$ cat config.mk
export PLATFORM = sky130hd
export DESIGN_NAME = mole_scheduler
export DESIGN_NICKNAME = d
export VERILOG_FILES = /design/src/rtl/mole_scheduler.sv
export SDC_FILE = /design/constraint.sdc
export NUM_CORES = 1
export LEC_CHECK = 0
export CORE_AREA = 2 2 134 136
export CTS_BUF_LIST = sky130_fd_sc_hd__clkbuf_8
export CTS_CLUSTER_DIAMETER = 100
export CTS_CLUSTER_SIZE = 24
export DETAILED_ROUTE_END_ITERATION = 10
export DIE_AREA = 0 0 136 138
export GPL_TIMING_DRIVEN = 0
export PLACE_DENSITY = 0.57
export SLEW_MARGIN = 15
export SYNTH_ARGS = -nofsm -noshare
export SYNTH_HDL_FRONTEND = slang
export SYNTH_SLANG_ARGS = --single-unit
$ cat constraint.sdc
create_clock -name clk -period 6.5 [get_ports clk]
set_input_delay 0.65 -clock clk [delete_from_list [all_inputs] [get_ports clk]]
set_output_delay 0.65 -clock clk [all_outputs]
set_load 0.02 [all_outputs]
$ cat src/rtl/mole_scheduler.sv
// Whack-a-mole round sequencer: gap, random pick, timed mole, and hit/miss/wrong
// classification with a level-dependent mole lifetime.
module mole_scheduler #(
    parameter int unsigned WIDTH          = 18,
    parameter int unsigned IDX_W          = 5,
    parameter int unsigned GAP_CYCLES     = 50000000,
    parameter int unsigned LIFE_INIT      = 100000000,
    parameter int unsigned LIFE_STEP      = 10000000,
    parameter int unsigned LIFE_MIN       = 25000000,
    parameter int unsigned HITS_PER_LEVEL = 5
) (
    input  logic             clk,
    input  logic             rst_n,
    input  logic             enable,
    input  logic [IDX_W-1:0] rand_idx,
    input  logic [WIDTH-1:0] edge_detect,
    output logic [WIDTH-1:0] mole_leds,
    output logic             hit_pulse,
    output logic             miss_pulse,
    output logic             wrong_pulse,
    output logic [2:0]       level
);

    localparam int unsigned HC_W = $clog2(HITS_PER_LEVEL + 1);

    typedef enum logic [1:0] {
        IDLE = 2'd0,
        GAP  = 2'd1,
        PICK = 2'd2,
        UP   = 2'd3
    } state_t;

    state_t           state;
    logic [31:0]      gap_cnt;
    logic [31:0]      life_cnt;
    logic [31:0]      life_dec;
    logic [31:0]      life_load;
    logic [2:0]       rej_cnt;
    logic [IDX_W-1:0] last_idx;
    logic [IDX_W-1:0] forced_idx;
    logic [IDX_W-1:0] pick_idx;
    logic [HC_W-1:0]  hit_cnt;
    logic             sample_ok;
    logic             hit;
    logic             wrong;

    // Lifetime shrinks with level but is clamped at the floor instead of wrapping.
    always_comb begin
        life_dec  = 32'(level) * LIFE_STEP;
        life_load = LIFE_MIN;
        if ((LIFE_INIT > life_dec) && ((LIFE_INIT - life_dec) > LIFE_MIN)) begin
            life_load = LIFE_INIT - life_dec;
        end
    end

    assign sample_ok  = (32'(rand_idx) < WIDTH) && (rand_idx != last_idx);
    assign forced_idx = (32'(last_idx) == (WIDTH - 1)) ? '0 : last_idx + IDX_W'(1);
    assign pick_idx   = sample_ok ? rand_idx : forced_idx;

    // mole_leds holds the one-hot active mole while UP, so it doubles as the hit mask.
    assign hit   = |(edge_detect & mole_leds);
    assign wrong = |(edge_detect & ~mole_leds);

    always_ff @(posedge clk) begin
        if (!rst_n) begin
            state       <= IDLE;
            gap_cnt     <= '0;
            life_cnt    <= '0;
            rej_cnt     <= '0;
            last_idx    <= IDX_W'(WIDTH - 1);
            hit_cnt     <= '0;
            mole_leds   <= '0;
            hit_pulse   <= 1'b0;
            miss_pulse  <= 1'b0;
            wrong_pulse <= 1'b0;
            level       <= '0;
        end else begin
            hit_pulse   <= 1'b0;
            miss_pulse  <= 1'b0;
            wrong_pulse <= 1'b0;

            // Level follows the registered hit pulse, so it moves one cycle after it.
            if (hit_pulse) begin
                if (hit_cnt == HC_W'(HITS_PER_LEVEL - 1)) begin
                    hit_cnt <= '0;
                    if (level != 3'd7) begin
                        level <= level + 3'd1;
                    end
                end else begin
                    hit_cnt <= hit_cnt + HC_W'(1);
                end
            end

            if (!enable) begin
                state     <= IDLE;
                mole_leds <= '0;
            end else begin
                case (state)
                    IDLE: begin
                        state   <= GAP;
                        gap_cnt <= '0;
                    end
                    GAP: begin
                        if (gap_cnt == (GAP_CYCLES - 1)) begin
                            state   <= PICK;
                            rej_cnt <= '0;
                        end else begin
                            gap_cnt <= gap_cnt + 32'd1;
                        end
                    end
                    PICK: begin
                        if (sample_ok || (rej_cnt == 3'd4)) begin
                            last_idx  <= pick_idx;
                            mole_leds <= WIDTH'(1) << pick_idx;
                            life_cnt  <= life_load;
                            state     <= UP;
                        end else begin
                            rej_cnt <= rej_cnt + 3'd1;
                        end
                    end
                    UP: begin
                        if (hit) begin
                            hit_pulse <= 1'b1;
                            mole_leds <= '0;
                            state     <= GAP;
                            gap_cnt   <= '0;
                        end else if (life_cnt == 32'd1) begin
                            miss_pulse <= 1'b1;
                            mole_leds  <= '0;
                            state      <= GAP;
                            gap_cnt    <= '0;
                        end else if (wrong) begin
                            // A wrong toggle freezes the lifetime for that cycle.
                            wrong_pulse <= 1'b1;
                        end else begin
                            life_cnt <= life_cnt - 32'd1;
                        end
                    end
                    default: state <= IDLE;
                endcase
            end
        end
    end

endmodule

==> results.md, run 1 <==
* Max-slew violation count at 0
* Setup TNS at 0 ps
* Kind of critical path: reg -> reg
* CP Max Fanout at 12
* Area of the multi-input gates at 4461 um2
* CTS hold repair buffers at 0
* Place WS at 1268 ps
* Max-cap violations at 0
* # DRC at 0
* RSZ-0062 raised after global routing: no
* Die extent in y at 138 um
* Tot GR Track Use at 0.2073
* Fin util at 0.4417
* Antenna viol nets, final at 0
* DR iter-0 viols at 571
* Via-per-instance ratio at 5.676
* Area delta synth->final at 14.06%
* Status: completed
* Share of layout cells above drive strength 1 at 0.05145
* Vias in the first global route at 6221
* Critical Path End Type: register
* Period utilisation layout at 0.8198
* Register area at 2022 um2
* Largest net degree at the start of global routing at 20
* Row Count at 49
* Area contributors post-synth: dfxtp_1, nor2_1, ha_1, xnor2_1, a21oi_1
* CTS Sinks at 101
* Synth area leader: dfxtp_1
* GPL Wtd Cong at 0.8601
* Total wire length at 18.88 mm
* Worst VDD drop at 0.00009316 V
* Hold WC Path Type: reg -> reg
* Worst EP arrival at 5630 ps
* Final Skew at 16.97 ps
* Cell chosen for the clock root: clkbuf_8
* WP buf/inv at 4
* Core Area at 17530 um2
* Mapped cell area at 6790 um2
* Final instance area at 7745 um2
* Crit-path cells: clkbuf_1 > inv_1 > ha_1 > ha_1 > inv_1 > fa_1 > or2_2 > a21boi_0 > o21ai_0 > a21o_1 > a221oi_1 > nand4_1 > nand2_1 > a21oi_1 > buf_2 > o311a_1
* Worst Tran Pin Value at 1118 ps
* Final hold vios at 0
* Leakage power at 2.763 nW
* Yosys warns at 0
* Starting Density at 0.3873
* CP max stage delay at 670 ps
* Slowest-stage cell, CP: dfxtp_1
* Postcts setup bufs at 0
* CTS tree: done
* Post_cts resized at 0
* Port Buf Inserts at 48
* Yosys reg bits at 101
* Placed instance area at 7557 um2
* Netlist cell types at 81
* Synth async-reset ratio at 0
* Gr ovfl total at 0
* Wire per inst at 16.25 um
* # nets final at 983
* Sequential area share after synthesis at 0.2978
* Reg clk slew, reported paths at 100 ps
* F_max at 0.1877 GHz
* Syn Area/Cell at 7.814 um2
* CTS Buf Count at 9
* Syn nets at 924
* Crit path max-delay family: compound AO/OA/AOI/OAI gates
* Number of synthesized flops with an enable pin at 0
* Max-slew headroom at 0.2484
* Number of fill cells in the layout at 1856
* DR pass1 iterations at 5
* DP HPWL at 14.05 mm
* Die W at 136 um
* Latest clock arrival within the worst-skew pair at 410 ps
* Diodes inserted at 0
* H-tree level count at 3
* Crit path required time at 6800 ps
* Die ar. at 18770 um2
* Top-area cell type share of the netlist area at 0.2978
* Worst setup SP type: register
* Mapped Cells at 869
* Clock Tree Buf Depth at 2
* Setup slack after layout at 1171 ps
* Vias at 6596
* Ports at 50
* First-pass GRT wire length at 31.80 mm
* Post-layout min period at 5329 ps
* Initial antenna violation count at 0
* Pwr/cell area at 153.7 nW/um2
* Final setup viols at 0
* Most used DFF post-synth: dfxtp_1
==> tightest hold or removal path, stage by stage, from the launching register on <==
cell	delay, ps
dfxtp_1	320
o21ai_0	60
a21oi_1	60
==> logic make-up after synthesis <==
| logic type | share of synthesized area |
|---|---|
| buffers and inverters | 0.04533 |
| muxes | 0.02137 |
| adders and majority gates | 0.05565 |
| AOI/OAI and AO/OA | 0.2254 |
| and+or+nand+nor | 0.2753 |
| DFF | 0.2978 |
| xor gates and xnor gates | 0.07923 |
==> final cells by class <==
type,instances,area share
Buffer,37,0.02084
Clock buffer,9,0.01599
Clock inverter,7,0.008239
Tap cell,229,0.03700
Timing Repair Buffer,48,0.06204
Multi-Input combinational cell,692,0.5759
Inverter,39,0.01890
Sequential cell,101,0.2611
==> stage by stage <==
| step | instances | power (mW) | hold WS [ps] |
|---|---|---|---|
| 5_1_grt | 1162 | 1.245 | 526.2 |
| 2_1_floorplan | 869 | 0.7498 | 443.7 |
| 3_5_place_dp | 1146 | 0.7985 | 467.2 |
| 4_1_cts | 1162 | 1.200 | 485.1 |
| 6_report | 1162 | 1.191 | 481.4 |
| 3_3_place_gp | 1146 | 0.7984 | 462.2 |
==> layout by cell type, fill, tap and decap left out, types with 7 or more instances in the layout <==
master,netlist,routed
or3_1,14,14
nor2_1,111,111
clkdlybuf4s50_1,0,48
xnor2_1,38,38
o311a_1,7,7
inv_1,37,37
nor3_1,30,30
nand2b_1,15,15
o21ai_0,36,36
nand2_1,66,66
a21o_1,8,8
mux2i_1,10,10
clkbuf_8,0,9
and4_1,7,7
nor4_1,11,11
a22oi_1,22,22
nand3_1,37,37
a21oi_1,54,54
nand4_1,13,13
o21a_1,11,11
clkbuf_1,25,25
xor2_1,19,19
dfxtp_1,101,101
ha_1,27,27
and2_1,15,15
a31oi_1,13,13
==> path summary, 6_finish.rpt <==
check	startpoint	to	slack, ps	cells past startpoint
worst min register to register	life_cnt[26]	life_cnt[26]	480	2
worst max-delay path	level[0]	life_cnt[19]	1170	16
worst max register to register	level[0]	life_cnt[19]	1170	16
worst min-delay path	life_cnt[26]	life_cnt[26]	480	2
==> report_power, final <==
part           total [mW]  switching [mW]  internal, mW
clock network       0.404           0.256         0.148
logic               0.155          0.0951        0.0598
registers           0.632         0.00732         0.624
total                1.19           0.358         0.832
==> state kept, by name, summed over array words and instances (netlist names) <==
register,cells
miss_pulse,1
rej_cnt,3
life_cnt,32
hit_cnt,3
level,3
hit_pulse,1
gap_cnt,32
state,2
wrong_pulse,1
last_idx,5
mole_leds,18
==> routing by layer <==
metal | track usage | part of all wire | vias up
li1 | - | - | 3296
met1 | 0.2964 | 0.50 | 3133
met2 | 0.3229 | 0.45 | 146
met3 | 0.03190 | 0.039 | 21
met4 | 0.05811 | 0.017 | 0
met5 | 0 | 0 | -
==> synth_stat cells (all sizes together) (12+ instances only) <==
master	n
clkbuf	25
a22oi	22
nand4	13
nor4	14
and2	16
o21ai	38
nand3	37
xnor2	39
inv	37
or3	15
nand2b	15
ha	27
nand2	66
nor2	111
a31oi	13
a21oi	54
dfxtp	101
nor3	31
xor2	19
buf	12
No activity file was read; power rests on OpenSTA's default activity.
==> run 2, diff against run 1 <==
--- a/config.mk
+++ b/config.mk
@@ -12,7 +12,7 @@
 export DETAILED_ROUTE_END_ITERATION = 10
 export DIE_AREA = 0 0 136 138
 export GPL_TIMING_DRIVEN = 0
-export PLACE_DENSITY = 0.57
+export PLACE_DENSITY = 0.59
 export SLEW_MARGIN = 15
 export SYNTH_ARGS = -nofsm -noshare
 export SYNTH_HDL_FRONTEND = slang
==> constraint.sdc (replaced) <==
create_clock -name clk -period 4.8 [get_ports clk]
set_input_delay 0.48 -clock clk [delete_from_list [all_inputs] [get_ports clk]]
set_output_delay 0.48 -clock clk [all_outputs]
set_load 0.02 [all_outputs]
==> run 2 against run 1 <==
  * Critical path depth shrank 1
  * Register-to-register slack lost 870 ps
  * Die area is the same
  * Worst hold slack lost 2.9 ps
  * Critical endpoint is now life_cnt[22]
  * Worst setup slack lost 870 ps
  * Global-route usage shrank 0.59 points
  * Via count shrank 1.6%
  * Clock-buffer cell count is the same
  * Final area grew 0.24%
==> results.md, run 2 (synthesis gave the netlist of run 1 again) <==
* Status: completed
* Die W at 136 um (unchanged)
* WP buf/inv at 3 (-1)
* Final Skew at 13.13 ps (-3.837 ps)
* Pwr/cell area at 208.4 nW/um2 (+36%)
* Slowest-stage cell, CP: dfxtp_4
* Die ar. at 18770 um2 (unchanged)
* Gr ovfl total at 0 (unchanged)
* Commonest non-fill, non-tap cell in the layout: nor2_1
* Max-slew headroom at 0.2356 (-0.01279)
* Kind of critical path: reg -> reg
* GPL Wtd Cong at 0.8675 (+0.86%)
* R2r startpoint: level[0]
* Ports at 50 (unchanged)
* # nets final at 982 (-0.10%)
* Register area at 2027 um2 (+0.25%)
* Leakage power at 2.770 nW (+0.26%)
* Wire per inst at 15.83 um (-2.6%)
* CTS Sinks at 101 (unchanged)
* Worst hold start: life_cnt[26]
* Antenna viol nets, final at 0 (unchanged)
* Switching Share at 0.3009 (about the same)
* Largest net degree at the start of global routing at 22 (+10%)
* Worst EP arrival at 4790 ps (-840 ps)
* Crit-path cells: inv_1 > ha_2 > ha_1 > inv_1 > fa_1 > or2_2 > a21boi_0 > o21a_1 > o221ai_1 > a211oi_1 > nand4b_1 > a21oi_1 > a21oi_1 > buf_2 > o311a_1
* First-pass GRT wire length at 30.79 mm (-3.2%)
* CP max stage delay at 500 ps (-170 ps)
* Critical Path End Type: register
* Via-per-instance ratio at 5.589 (-1.5%)
* Total wire length at 18.37 mm (-2.7%)
* Switching power total at 0.4869 mW (+36%)
* CP Launch Point: level[0]
* Placed Instances at 1146 (unchanged)
* Post-layout min period at 4501 ps (-827.9 ps)
* Port Buf Inserts at 48 (unchanged)
* CTS tree: done
* Hold WS at 478.4 ps (-2.949 ps)
* Clock power share at 0.342 (+0.003)
* Diodes inserted at 0 (unchanged)
* F_max at 0.2222 GHz (+18%)
* Final hold vios at 0 (unchanged)
* Fin cells at 1161 (-0.086%)
* Comb power frac at 0.129 (about the same)
* CP Max Fanout at 21 (+9)
* RSZ-0062 raised after global routing: no
* Vias at 6489 (-1.6%)
* Period utilisation layout at 0.9377 (+0.1179)
* Reg clk slew, reported paths at 110 ps (about the same)
* Crit path max-delay family: compound AO/OA/AOI/OAI gates
* Cell chosen for the clock root: clkbuf_8
* H-tree level count at 3 (unchanged)
* Area of the multi-input gates at 4463 um2 (about the same)
* CTS Buf Count at 9 (unchanged)
* Worst VDD drop at 0.0001184 V (+27%)
* Core Area at 17530 um2 (unchanged)
* Row Count at 49 (unchanged)
* Initial antenna violation count at 0 (unchanged)
* Clock Tree Buf Depth at 2 (unchanged)
* Worst Tran Pin Value at 1137 ps (+19.03 ps)
* Tot GR Track Use at 0.2014 (-0.005921)
* Max-cap violations at 0 (unchanged)
* Final setup viols at 0 (unchanged)
* CTS hold repair buffers at 0 (unchanged)
* Max-slew violation count at 0 (unchanged)
* Crit path required time at 5090 ps (-1710 ps)
* Share of layout cells above drive strength 1 at 0.05579 (+0.004347)
* Postcts setup bufs at 0 (unchanged)
* # DRC at 0 (unchanged)
* Vias in the first global route at 6020 (-3.2%)
* DP HPWL at 13.78 mm (-2.0%)
* Starting Density at 0.3873 (unchanged)
* Area delta synth->final at 14.34%
* Latest clock arrival within the worst-skew pair at 400 ps (about the same)
* Cell-internal power at 1.131 mW (+36%)
* Number of fill cells in the layout at 1828 (-1.5%)
* Hold WC Path Type: reg -> reg
* DR pass1 iterations at 5 (unchanged)
* Commonest non-fill, non-tap cells in the layout: nor2_1, dfxtp_1, nand2_1
* DR iter-0 viols at 490 (-14%)
* Die extent in y at 138 um (unchanged)
* Worst setup SP type: register
* Sequential share of power at 0.528 (-0.003)
* Top flop regs: gap_cnt: 32 flops, life_cnt: 32 flops, mole_leds: 18 flops
[run 2: path summary, 6_finish.rpt]
check,to,slack (ps),cells after the start
hold / removal,life_cnt[26],480,2
hold reg to reg,life_cnt[26],480,2
setup reg to reg,life_cnt[22],300,15
setup / recovery,life_cnt[22],300,15
[run 2: through the flow]
step / util / total power, mW / TNS, ps / setup slack, ps / cell area (um2)
detailed placement: 0.4310 / 1.081 / -5588 / -408.8 / 7557
finish: 0.4428 / 1.618 / 0 / 298.9 / 7764
global placement: 0.4310 / 1.080 / -6401 / -443.7 / 7557
floorplan: - / 1.015 / 0 / 656.5 / 6790
global route: 0.4428 / 1.701 / 0 / 0.4152 / 7764
CTS: 0.4424 / 1.633 / 0 / 44.53 / 7757
[run 2: what timing repair did]
item / in CTS / in global routing
endpoints found under the hold margin: 0 / 0
endpoints found under the setup margin: 19 / 19
resized for setup: 2 / 4
[run 2: area by class of cell]
type	instances	area share
Buffer	36	0.02031
Clock buffer	9	0.01595
Tap cell	229	0.03691
Inverter	39	0.01902
Sequential cell	101	0.2611
Multi-Input combinational cell	692	0.5749
Clock inverter	7	0.009992
Timing Repair Buffer	48	0.06189
[run 2: routing by layer]
layer / GRT usage / vias to the layer above / wire length (um)
li1: - / 3283 / -
met1: 0.2904 / 3075 / 9151
met2: 0.3208 / 117 / 8411
met3: 0.02274 / 14 / 625
met4: 0.04825 / 0 / 186
met5: 0 / - / 0
[run 2: power groups by stage]
stage | Clock (mW) | Combinational [mW] | Sequential [mW]
floorplan | 0 | 0.143 | 0.873
global placement | 0 | 0.206 | 0.875
detailed placement | 0 | 0.206 | 0.875
CTS | 0.570 | 0.207 | 0.856
global route | 0.609 | 0.235 | 0.857
finish | 0.554 | 0.209 | 0.855
[run 2: worst reg2reg max path: stages (launching register included)]
cell and delay (ps):
dfxtp_4 500, inv_1 240, ha_2 500, ha_1 210, inv_1 60, fa_1 450, or2_2 320, a21boi_0 330
o21a_1 260, o221ai_1 160, a211oi_1 300, nand4b_1 150, a21oi_1 240, a21oi_1 150, buf_2 230, o311a_1 310
